**src/rtl/multi_cycle_cpu_pkg.sv**
```systemverilog
// Shared types and constants for the multi-cycle MIPS-subset core:
// FSM state codes, opcode/funct values, ALU operation encoding.
package multi_cycle_cpu_pkg;

    localparam int unsigned XLEN    = 32;
    localparam int unsigned REG_AW  = 5;
    localparam int unsigned STATE_W = 5;

    typedef enum logic [STATE_W-1:0] {
        ST_IF      = 5'd0,
        ST_ID      = 5'd1,
        ST_EX_R    = 5'd2,
        ST_WB_R    = 5'd3,
        ST_EX_I    = 5'd4,
        ST_WB_I    = 5'd5,
        ST_MEM_ADR = 5'd6,
        ST_MEM_RD  = 5'd7,
        ST_WB_LW   = 5'd8,
        ST_MEM_WR  = 5'd9,
        ST_BR      = 5'd10,
        ST_J       = 5'd11,
        ST_JAL     = 5'd12,
        ST_JAL_WB  = 5'd13,
        ST_JR      = 5'd14
    } state_e;

    typedef enum logic [2:0] {
        ALU_ADD = 3'd0,
        ALU_SUB = 3'd1,
        ALU_AND = 3'd2,
        ALU_OR  = 3'd3,
        ALU_NOR = 3'd4,
        ALU_SLT = 3'd5
    } alu_op_e;

    // R-format view of an instruction word; I/J fields are sliced from the raw word
    typedef struct packed {
        logic [5:0]        op;
        logic [REG_AW-1:0] rs;
        logic [REG_AW-1:0] rt;
        logic [REG_AW-1:0] rd;
        logic [4:0]        shamt;
        logic [5:0]        funct;
    } instr_t;

    localparam logic [5:0] OP_RTYPE = 6'h00;
    localparam logic [5:0] OP_J     = 6'h02;
    localparam logic [5:0] OP_JAL   = 6'h03;
    localparam logic [5:0] OP_BEQ   = 6'h04;
    localparam logic [5:0] OP_BNE   = 6'h05;
    localparam logic [5:0] OP_ADDI  = 6'h08;
    localparam logic [5:0] OP_SLTI  = 6'h0A;
    localparam logic [5:0] OP_ANDI  = 6'h0C;
    localparam logic [5:0] OP_ORI   = 6'h0D;
    localparam logic [5:0] OP_LUI   = 6'h0F;
    localparam logic [5:0] OP_LW    = 6'h23;
    localparam logic [5:0] OP_SW    = 6'h2B;

    localparam logic [5:0] FN_JR    = 6'h08;
    localparam logic [5:0] FN_JALR  = 6'h09;
    localparam logic [5:0] FN_ADD   = 6'h20;
    localparam logic [5:0] FN_SUB   = 6'h22;
    localparam logic [5:0] FN_AND   = 6'h24;
    localparam logic [5:0] FN_OR    = 6'h25;
    localparam logic [5:0] FN_NOR   = 6'h27;
    localparam logic [5:0] FN_SLT   = 6'h2A;

    function automatic logic [XLEN-1:0] sext16(input logic [15:0] imm);
        return {{16{imm[15]}}, imm};
    endfunction

    function automatic alu_op_e funct_to_alu(input logic [5:0] funct);
        case (funct)
            FN_SUB:  return ALU_SUB;
            FN_AND:  return ALU_AND;
            FN_OR:   return ALU_OR;
            FN_NOR:  return ALU_NOR;
            FN_SLT:  return ALU_SLT;
            default: return ALU_ADD;
        endcase
    endfunction

endpackage

```
**src/rtl/multi_cycle_cpu_if.sv**
```systemverilog
// Shared memory/IO port of the core: one address, one read bus, one write bus.
interface multi_cycle_cpu_if;

    logic        MIO_ready;
    logic [31:0] Data_in;
    logic        mem_w;
    logic [31:0] Addr_out;
    logic [31:0] Data_out;
    logic        CPU_MIO;

    modport master (
        input  MIO_ready, Data_in,
        output mem_w, Addr_out, Data_out, CPU_MIO
    );

    modport slave (
        output MIO_ready, Data_in,
        input  mem_w, Addr_out, Data_out, CPU_MIO
    );

endinterface

```
**src/rtl/mcpu_alu.sv**
```systemverilog
// Combinational 32-bit ALU: add/sub wrap, signed slt, bitwise and/or/nor.
module mcpu_alu
    import multi_cycle_cpu_pkg::*;
(
    input  alu_op_e         op,
    input  logic [XLEN-1:0] a,
    input  logic [XLEN-1:0] b,
    output logic [XLEN-1:0] y_c
);

    always_comb begin
        y_c = '0;
        unique case (op)
            ALU_ADD: y_c = a + b;
            ALU_SUB: y_c = a - b;
            ALU_AND: y_c = a & b;
            ALU_OR:  y_c = a | b;
            ALU_NOR: y_c = ~(a | b);
            ALU_SLT: y_c = {31'd0, ($signed(a) < $signed(b))};
            default: y_c = '0;
        endcase
    end

endmodule

```
**src/rtl/multi_cycle_cpu.sv**
```systemverilog
// Multi-cycle MIPS-subset core on one shared memory/IO port.
// Build option MIO_WAIT_EN: IF/MEM_RD/MEM_WR hold until MIO_ready is high.
module multi_cycle_cpu
    import multi_cycle_cpu_pkg::*;
#(
    parameter logic [31:0] RESET_PC = 32'h0000_0000
) (
    input  logic                clk,
    input  logic                reset,
    input  logic                INT,
    output logic [XLEN-1:0]     PC_out,
    output logic [XLEN-1:0]     inst_out,
    output logic [STATE_W-1:0]  state,
    multi_cycle_cpu_if.master   bus
);

    state_e          state_q, state_d;
    logic [XLEN-1:0] pc, pc_d;
    logic [XLEN-1:0] ir, ir_d;
    logic [XLEN-1:0] a_q, a_d;
    logic [XLEN-1:0] b_q, b_d;
    logic [XLEN-1:0] alu_out, alu_out_d;
    logic [XLEN-1:0] mdr, mdr_d;

    logic [XLEN-1:0] addr_q, data_out_q;
    logic            mem_w_q, cpu_mio_q;

    logic [XLEN-1:0] rf [32];
    logic            rf_we;
    logic [REG_AW-1:0] rf_waddr;
    logic [XLEN-1:0] rf_wdata;

    alu_op_e         alu_op;
    logic [XLEN-1:0] alu_a, alu_b, alu_y;

    instr_t          ins;
    logic [15:0]     imm;
    logic [XLEN-1:0] imm_sx, imm_zx, br_off, jmp_tgt;
    logic            mio_go;
    logic            unused_ok;

    assign ins     = instr_t'(ir);
    assign imm     = ir[15:0];
    assign imm_sx  = sext16(imm);
    assign imm_zx  = {16'd0, imm};
    assign br_off  = {imm_sx[29:0], 2'b00};
    assign jmp_tgt = {pc[31:28], ir[25:0], 2'b00};

`ifdef MIO_WAIT_EN
    assign mio_go    = bus.MIO_ready;
    assign unused_ok = ^{INT, ins.shamt};
`else
    assign mio_go    = 1'b1;
    assign unused_ok = ^{INT, ins.shamt, bus.MIO_ready};
`endif

    mcpu_alu u_alu (
        .op  (alu_op),
        .a   (alu_a),
        .b   (alu_b),
        .y_c (alu_y)
    );

    // Next-state, datapath and register-file write decode
    always_comb begin
        state_d   = state_q;
        pc_d      = pc;
        ir_d      = ir;
        a_d       = a_q;
        b_d       = b_q;
        alu_out_d = alu_out;
        mdr_d     = mdr;
        rf_we     = 1'b0;
        rf_waddr  = '0;
        rf_wdata  = '0;
        alu_op    = ALU_ADD;
        alu_a     = a_q;
        alu_b     = b_q;

        unique case (state_q)
            ST_IF: begin
                if (mio_go) begin
                    ir_d    = bus.Data_in;
                    pc_d    = pc + 32'd4;
                    state_d = ST_ID;
                end
            end
            ST_ID: begin
                a_d     = rf[ins.rs];
                b_d     = rf[ins.rt];
                state_d = ST_IF;
                case (ins.op)
                    OP_RTYPE: begin
                        case (ins.funct)
                            FN_ADD, FN_SUB, FN_AND,
                            FN_OR, FN_SLT, FN_NOR: state_d = ST_EX_R;
                            FN_JR, FN_JALR:        state_d = ST_JR;
                            default:               state_d = ST_IF;
                        endcase
                    end
                    OP_ADDI, OP_ANDI, OP_ORI,
                    OP_SLTI, OP_LUI:   state_d = ST_EX_I;
                    OP_LW, OP_SW:      state_d = ST_MEM_ADR;
                    OP_BEQ, OP_BNE:    state_d = ST_BR;
                    OP_J:              state_d = ST_J;
                    OP_JAL:            state_d = ST_JAL;
                    default:           state_d = ST_IF;
                endcase
            end
            ST_EX_R: begin
                alu_op    = funct_to_alu(ins.funct);
                alu_out_d = alu_y;
                state_d   = ST_WB_R;
            end
            ST_WB_R: begin
                rf_we    = 1'b1;
                rf_waddr = ins.rd;
                rf_wdata = alu_out;
                state_d  = ST_IF;
            end
            ST_EX_I: begin
                case (ins.op)
                    OP_SLTI: begin alu_op = ALU_SLT; alu_b = imm_sx; end
                    OP_ANDI: begin alu_op = ALU_AND; alu_b = imm_zx; end
                    OP_ORI:  begin alu_op = ALU_OR;  alu_b = imm_zx; end
                    OP_LUI:  begin alu_a = '0; alu_b = {imm, 16'd0}; end
                    default: alu_b = imm_sx;
                endcase
                alu_out_d = alu_y;
                state_d   = ST_WB_I;
            end
            ST_WB_I: begin
                rf_we    = 1'b1;
                rf_waddr = ins.rt;
                rf_wdata = alu_out;
                state_d  = ST_IF;
            end
            ST_MEM_ADR: begin
                alu_b     = imm_sx;
                alu_out_d = alu_y;
                state_d   = (ins.op == OP_LW) ? ST_MEM_RD : ST_MEM_WR;
            end
            ST_MEM_RD: begin
                if (mio_go) begin
                    mdr_d   = bus.Data_in;
                    state_d = ST_WB_LW;
                end
            end
            ST_WB_LW: begin
                rf_we    = 1'b1;
                rf_waddr = ins.rt;
                rf_wdata = mdr;
                state_d  = ST_IF;
            end
            ST_MEM_WR: begin
                if (mio_go) state_d = ST_IF;
            end
            ST_BR: begin
                // pc already points past the branch, so the offset is relative to fetch+4
                if ((a_q == b_q) ^ (ins.op == OP_BNE)) pc_d = pc + br_off;
                state_d = ST_IF;
            end
            ST_J: begin
                pc_d    = jmp_tgt;
                state_d = ST_IF;
            end
            ST_JAL: begin
                rf_we    = 1'b1;
                rf_waddr = REG_AW'(31);
                rf_wdata = pc;
                state_d  = ST_JAL_WB;
            end
            ST_JAL_WB: begin
                pc_d    = jmp_tgt;
                state_d = ST_IF;
            end
            ST_JR: begin
                // jalr rd==rs is safe: A latched the old rs value during ID
                pc_d = a_q;
                if (ins.funct == FN_JALR) begin
                    rf_we    = 1'b1;
                    rf_waddr = ins.rd;
                    rf_wdata = pc;
                end
                state_d = ST_IF;
            end
            default: state_d = ST_IF;
        endcase
    end

    // State, datapath and registered bus outputs; bus outputs track the upcoming state
    always_ff @(posedge clk or posedge reset) begin
        if (reset) begin
            state_q    <= ST_IF;
            pc         <= RESET_PC;
            ir         <= '0;
            a_q        <= '0;
            b_q        <= '0;
            alu_out    <= '0;
            mdr        <= '0;
            addr_q     <= RESET_PC;
            data_out_q <= '0;
            mem_w_q    <= 1'b0;
            cpu_mio_q  <= 1'b1;
        end else begin
            state_q    <= state_d;
            pc         <= pc_d;
            ir         <= ir_d;
            a_q        <= a_d;
            b_q        <= b_d;
            alu_out    <= alu_out_d;
            mdr        <= mdr_d;
            addr_q     <= (state_d == ST_MEM_RD || state_d == ST_MEM_WR) ? alu_out_d : pc_d;
            data_out_q <= b_d;
            mem_w_q    <= (state_d == ST_MEM_WR);
            cpu_mio_q  <= (state_d == ST_IF || state_d == ST_MEM_RD || state_d == ST_MEM_WR);
        end
    end

    // Register file; $0 is never written so it always reads zero
    always_ff @(posedge clk or posedge reset) begin
        if (reset) begin
            for (int i = 0; i < 32; i++) rf[i] <= '0;
        end else if (rf_we && (rf_waddr != '0)) begin
            rf[rf_waddr] <= rf_wdata;
        end
    end

    assign PC_out       = pc;
    assign inst_out     = ir;
    assign state        = state_q;
    assign bus.Addr_out = addr_q;
    assign bus.Data_out = data_out_q;
    assign bus.mem_w    = mem_w_q;
    assign bus.CPU_MIO  = cpu_mio_q;

endmodule

```
**src/flat_wrapper.sv**
```systemverilog
// flat-port wrapper written by rule: the top's interface ports become plain ports
module multi_cycle_cpu_flat import multi_cycle_cpu_pkg::*;
#(
    parameter logic [31:0] RESET_PC = 32'h0000_0000
)
  (clk, reset, INT, PC_out, inst_out, state, bus_MIO_ready, bus_Data_in, bus_mem_w, bus_Addr_out, bus_Data_out, bus_CPU_MIO);
  multi_cycle_cpu_if bus_i ();
  input  logic clk;
  input  logic reset;
  input  logic INT;
  output logic [XLEN-1:0] PC_out;
  output logic [XLEN-1:0] inst_out;
  output logic [STATE_W-1:0] state;
  input wire logic [$bits(bus_i.MIO_ready)-1:0] bus_MIO_ready;
  input wire logic [$bits(bus_i.Data_in)-1:0] bus_Data_in;
  output wire logic [$bits(bus_i.mem_w)-1:0] bus_mem_w;
  output wire logic [$bits(bus_i.Addr_out)-1:0] bus_Addr_out;
  output wire logic [$bits(bus_i.Data_out)-1:0] bus_Data_out;
  output wire logic [$bits(bus_i.CPU_MIO)-1:0] bus_CPU_MIO;
  assign bus_i.MIO_ready = bus_MIO_ready;
  assign bus_i.Data_in = bus_Data_in;
  assign bus_mem_w = bus_i.mem_w;
  assign bus_Addr_out = bus_i.Addr_out;
  assign bus_Data_out = bus_i.Data_out;
  assign bus_CPU_MIO = bus_i.CPU_MIO;
  multi_cycle_cpu #(.RESET_PC(RESET_PC)) u_core (.clk(clk), .reset(reset), .INT(INT), .PC_out(PC_out), .inst_out(inst_out), .state(state), .bus(bus_i));
endmodule
```
**config.mk**
```make
export PLATFORM = sky130hd
export DESIGN_NAME = multi_cycle_cpu_flat
export DESIGN_NICKNAME = d
export VERILOG_FILES = /design/src/rtl/multi_cycle_cpu_pkg.sv /design/src/rtl/multi_cycle_cpu_if.sv /design/src/rtl/mcpu_alu.sv /design/src/rtl/multi_cycle_cpu.sv /design/src/flat_wrapper.sv
export SDC_FILE = /design/constraint.sdc
export NUM_CORES = 2
export LEC_CHECK = 0
export ABC_CLOCK_PERIOD_IN_PS = 123900
export BUFFER_PORTS_ARGS = -buffer_cell sky130_fd_sc_hd__buf_4
export CAP_MARGIN = 20
export CORE_MARGIN = 1.5
export CORE_UTILIZATION = 45
export DETAILED_ROUTE_END_ITERATION = 7
export PLACE_DENSITY = 0.65
export SLEW_MARGIN = 20
export SYNTH_ARGS = -nofsm -noshare
export SYNTH_HDL_FRONTEND = slang
export SYNTH_SLANG_ARGS = --single-unit
```
**constraint.sdc**
```tcl
create_clock -name clk -period 123.9 [get_ports clk]
set_input_delay 37.17 -clock clk [delete_from_list [all_inputs] [get_ports clk]]
set_output_delay 37.17 -clock clk [all_outputs]
set_load 0.05 [all_outputs]
```
**Yosys cells after proc, flatten, opt, wreduce, memory -nomap -nowiden**

Index checks and enable logic that the tools add are counted.

- $add $sub $neg: 4
- Magnitude comparators: 5
- Equality and inequality tests: 40
- Muxes and demuxes: 31
- Bitwise logic cells: 7
- Reductions and logical operators: 21

Operators by type and width:

| cell | number |
|---|---|
| 1024-bit bitwise mux | 1 |
| 32-bit two-way mux | 11 |
| 32-bit binary-select mux with 5-bit select | 2 |
| 32-bit one-hot mux with 4 select lines | 2 |
| 32-bit one-hot mux with 6 select lines | 1 |
| 32-bit demux with 5-bit select | 1 |
| 32-bit one-hot mux with 2 select lines | 2 |
| 32-bit adder | 2 |
| 6-bit equality test (second input constant) | 8 |
| 6-bit by 4-bit equality test with 1-bit output (second input constant) | 7 |
| 5-bit by 4-bit equality test with 1-bit output (second input constant) | 7 |
| 5-bit one-hot mux with 7 select lines | 1 |
| 32-bit by 3-bit adder with 32-bit output (second input constant) | 1 |
| 32-bit bitwise AND | 1 |
| 32-bit equality test | 1 |
| 32-bit < comparator | 1 |
| 32-bit inverter | 1 |
| 32-bit bitwise OR | 1 |
| 32-bit subtractor | 1 |
| 5-bit by 3-bit equality test with 1-bit output (second input constant) | 5 |
| 4-bit one-hot mux with 6 select lines | 1 |
| 5-bit one-hot mux with 4 select lines | 1 |
| 6-bit >= comparator (second input constant) | 3 |
| 5-bit inverter with 6-bit output | 3 |
| other kinds (28) | 43 |

- Register bits after elaboration: 1,255
- Input port bits: 36
- Output and inout port bits: 135
- Logic and storage cells: 150

**Longest topological paths before layout**

- Depth in word-level cells: 9
- Gate-level depth with buffers: 20
- Mapped depth without buffers: 17

**Hierarchy**

Synthesis repeated with hierarchy kept, for this count alone.

- Cell total of the unflattened synthesis: 6,488
- Area total of the unflattened synthesis: 69,985.9 um^2

By module, submodules not included:

| module | times used | cells an instance | area an instance (um^2) |
|---|---|---|---|
| multi_cycle_cpu | 1 | 5,662 | 64,622.0 |
| mcpu_alu | 1 | 826 | 5,363.9 |

**Worst setup path before layout**

No wires, ideal clock.

- Path kind: reg2out
- Start: register u_core.ir[15] (netlist: u_core.inst_out[15])
- End: output inst_out[15]
- Arrival time: 0.835 ns
- Slack: 85.895 ns
- Stages on the path, launching flop included: 1
- Buffers on the path: 0
- Cell sequence: dfrtp_1

RTL lines:

| element | line | source |
|---|---|---|
| start: declaration | multi_cycle_cpu.sv:19 | `logic [XLEN-1:0] ir, ir_d;` |
| start signal: assignment | multi_cycle_cpu.sv:208 | `ir <= ir_d;` |
| end: declaration | flat_wrapper.sv:12 | `output logic [XLEN-1:0] inst_out;` |

No word-level cell between the ends.

==> flow_summary.yaml <==
clocking:
  clock_latency_ns: 0.80
  clock-sinks: 1254
  cts_buffer_depth: 3
  cts_tree: "yes"
  post-cts-setup-buffers: 0
  cts_buffers: 137
  clock-root-buffer: "clkbuf_16"
  ctsResizeCount: 0
  path_clk_slew_ns: 0.06
  h-tree-depth: 4
  cts_hold_buf: 0
floorplanning:
  die_h_um: 398.3
  initial_utilization: 0.4549
  boundaryPins: 171
  die_w_um: 398.3
  rows: 144
  fp.dieArea_sq_mm: 0.1587
  coreArea_sq_mm: 0.1546
synth:
  ys_ff_latch: 1254
  synth-seq-area-share: 0.4463
  netlist_area_sq_mm: 0.07032
  synthCells: 6526
  synth_edf_count: 0
  syn-num-nets: 6692
  yosys_warnings: 0
  synthArstFlopShare: 1.000
  synth_top_area_cell: "dfrtp_1"
  synth.area.top_cells: "dfrtp_1, mux4_2, o21ai_0"
  syn_area_per_cell_sq_um: 10.78
  synthDistinctLibCells: 105
  synth_top_area_frac: 0.4459
  synth_flop_cell: "dfrtp_1"
routing:
  via_per_inst: 6.393
  dr.first_iter.drc_count: 6161
  vias: 54390
  drtPass1Iterations: 6
  drcViolationCount: 0
  ant_nets: 0
  routed_wl_um: 240700
  avgRoutedWirePerCell_um: 28.29
placement:
  placement.io_buffers: 167
  dp_hpwl_um: 150200
  detailedPlace.worstSlack_ns: 80.39
  place_congestion: 0.9838
  placed_cells: 8257
timing:
  rsz0062_at_grt: "no"
  period_minus_slack_ns: 41.55
  tightest_slew_ns: 1.285
  setup_viol: 0
  timing.fmax_mhz: 24.07
  slew_viol_final: 0
  clock_skew_ns: 0.03206
  fin_crit_sh: 0.3353
  slew_headroom: 0.1400
  layout_setup_ws_ns: 82.35
  final_hold_viol_count: 0
  setup_tns_ns: 0
power:
  power.density_mw_per_mm2: 22.69
  p_leak_uw: 0.03310
  ir_drop_v: 0.00001629
grt:
  antenna_found_initial: 5
  grt_pass1_vias: 53240
  grt_overflow: 0
  grt_pass1_wl_um: 355000
  grtUsageTotal: 0.3037
  grt_max_degree: 134
finish:
  final_nets: 6520
  drive_gt1_frac: 0.2084
  layout.cells.non_filler: 8507
  fin_util: 0.5045
  area_delta_synth_final_pct: 10.91
hold_path:
  hp-class: "reg2reg"
critical_path:
  cp.required_ns: 124.73
  end_kind: "async pin"
  crit_fanout: 133
  cp_data_arrival_time_ns: 42.38
  cp-start-kind: "input port"
  crit_type: "in2async"
job:
  cap_violations: 0
run_status:
  status: "complete, no violations"
## placed cells by master (no fill, tap or decap), types with 53 or more instances in the layout
cell type	synthesis	routed
inv_1	118	117
ha_1	127	127
o21ai_0	729	728
a21oi_1	542	541
buf_4	10	313
mux4_2	640	640
clkbuf_16	0	147
mux2i_1	78	78
o21ai_1	53	53
nand2_1	913	909
dfrtp_1	1253	1243
nor3_1	62	58
xor2_1	57	56
mux2_2	55	55
nor2_1	559	558
## through the flow
stage	power [uW]	hold slack (ns)	cell area, sq um
finish	1770	0.3926	77990
global route	1842	0.4089	77990
CTS	1762	0.3964	77930
detailed placement	1324	0.3820	73090
global placement	1321	0.3763	73080
floorplan	1059	0.4413	70320
## kinds of logic after synthesis
group                    synth area share
flip-flops                         0.4463
AND/OR/NAND/NOR                    0.1101
XOR/XNOR                          0.01221
adder cells (fa/ha/maj)           0.02345
multiplexers                       0.2249
AO/OA/AOI/OAI                      0.1405
buffers and inverters             0.04251
other                          0.00005333
## worst paths after layout
| check | from | to | slack (ns) | cells after the start |
|---|---|---|---|---|
| setup / recovery | reset | u_core.rf[995] | 82.35 | 8 |
| hold / removal | u_core.rf[1013] | u_core.rf[1013] | 0.39 | 0 |
| setup reg to reg | u_core.state[0] | u_core.bus.Addr_out[29] | 117.62 | 17 |
| hold reg to reg | u_core.rf[1013] | u_core.rf[1013] | 0.39 | 0 |
| max in group clk | u_core.inst_out[24] | inst_out[24] | 84.58 | 1 |
| min in group asynchronous | reset | u_core.rf[861] | 36.57 | 2 |
## flip-flops by register name (all words and copies together) (netlist names)
signal,flops
u_core.rf,1024
u_core.PC_out,32
u_core.a_q,32
u_core.alu_out,32
u_core.b_q,32
u_core.bus.Addr_out,32
u_core.inst_out,32
u_core.mdr,32
u_core.state,4
u_core.bus.CPU_MIO,1
u_core.bus.mem_w,1
## metal layers
layer | wire, um | share of wire | GRT usage | up-vias
met2 | 113000 | 0.47 | 0.4814 | 2672
li1 | - | - | - | 23480
met3 | 21360 | 0.089 | 0.05539 | 577
met5 | 61 | 0.00025 | 0 | -
met1 | 93170 | 0.39 | 0.4017 | 27650
met4 | 13080 | 0.054 | 0.1541 | 8
## cell usage after synthesis, drive strengths merged, types with 23 or more instances
library cell,number
a211oi,29
a21boi,23
a21oi,545
a221oi,29
a222oi,46
and2,31
and3,23
buf,187
clkbuf,443
dfrtp,1253
ha,127
inv,119
mux2,55
mux2i,78
mux4,640
nand2,914
nand3,54
nand4,27
nor2,566
nor2b,27
nor3,63
nor4,23
o211ai,29
o21ai,783
xnor2,41
xor2,57
## power breakdown
part | switching [uW] | internal [uW]
clock | 177 | 261
combinational | 520 | 282
sequential | 79.2 | 450
## final cells by class
cell class,instances,area (sq um)
fillers,13610,76600
multi-input cells,4522,36250
flip-flops and latches,1254,31420
clock buffers,203,4299
well taps,2044,2557
repair buffers,319,2460
clock inverters,44,545.5
inverters,120,457.9
diodes,1,2.502
## worst max-delay path, cell delays in order
cell   delay (ns)
buf_4        0.13
inv_8        0.60
buf_4        0.81
buf_4        0.74
buf_4        0.85
buf_4        0.75
buf_4        0.41
buf_6        0.60
Power figures use the tool's default switching activity.
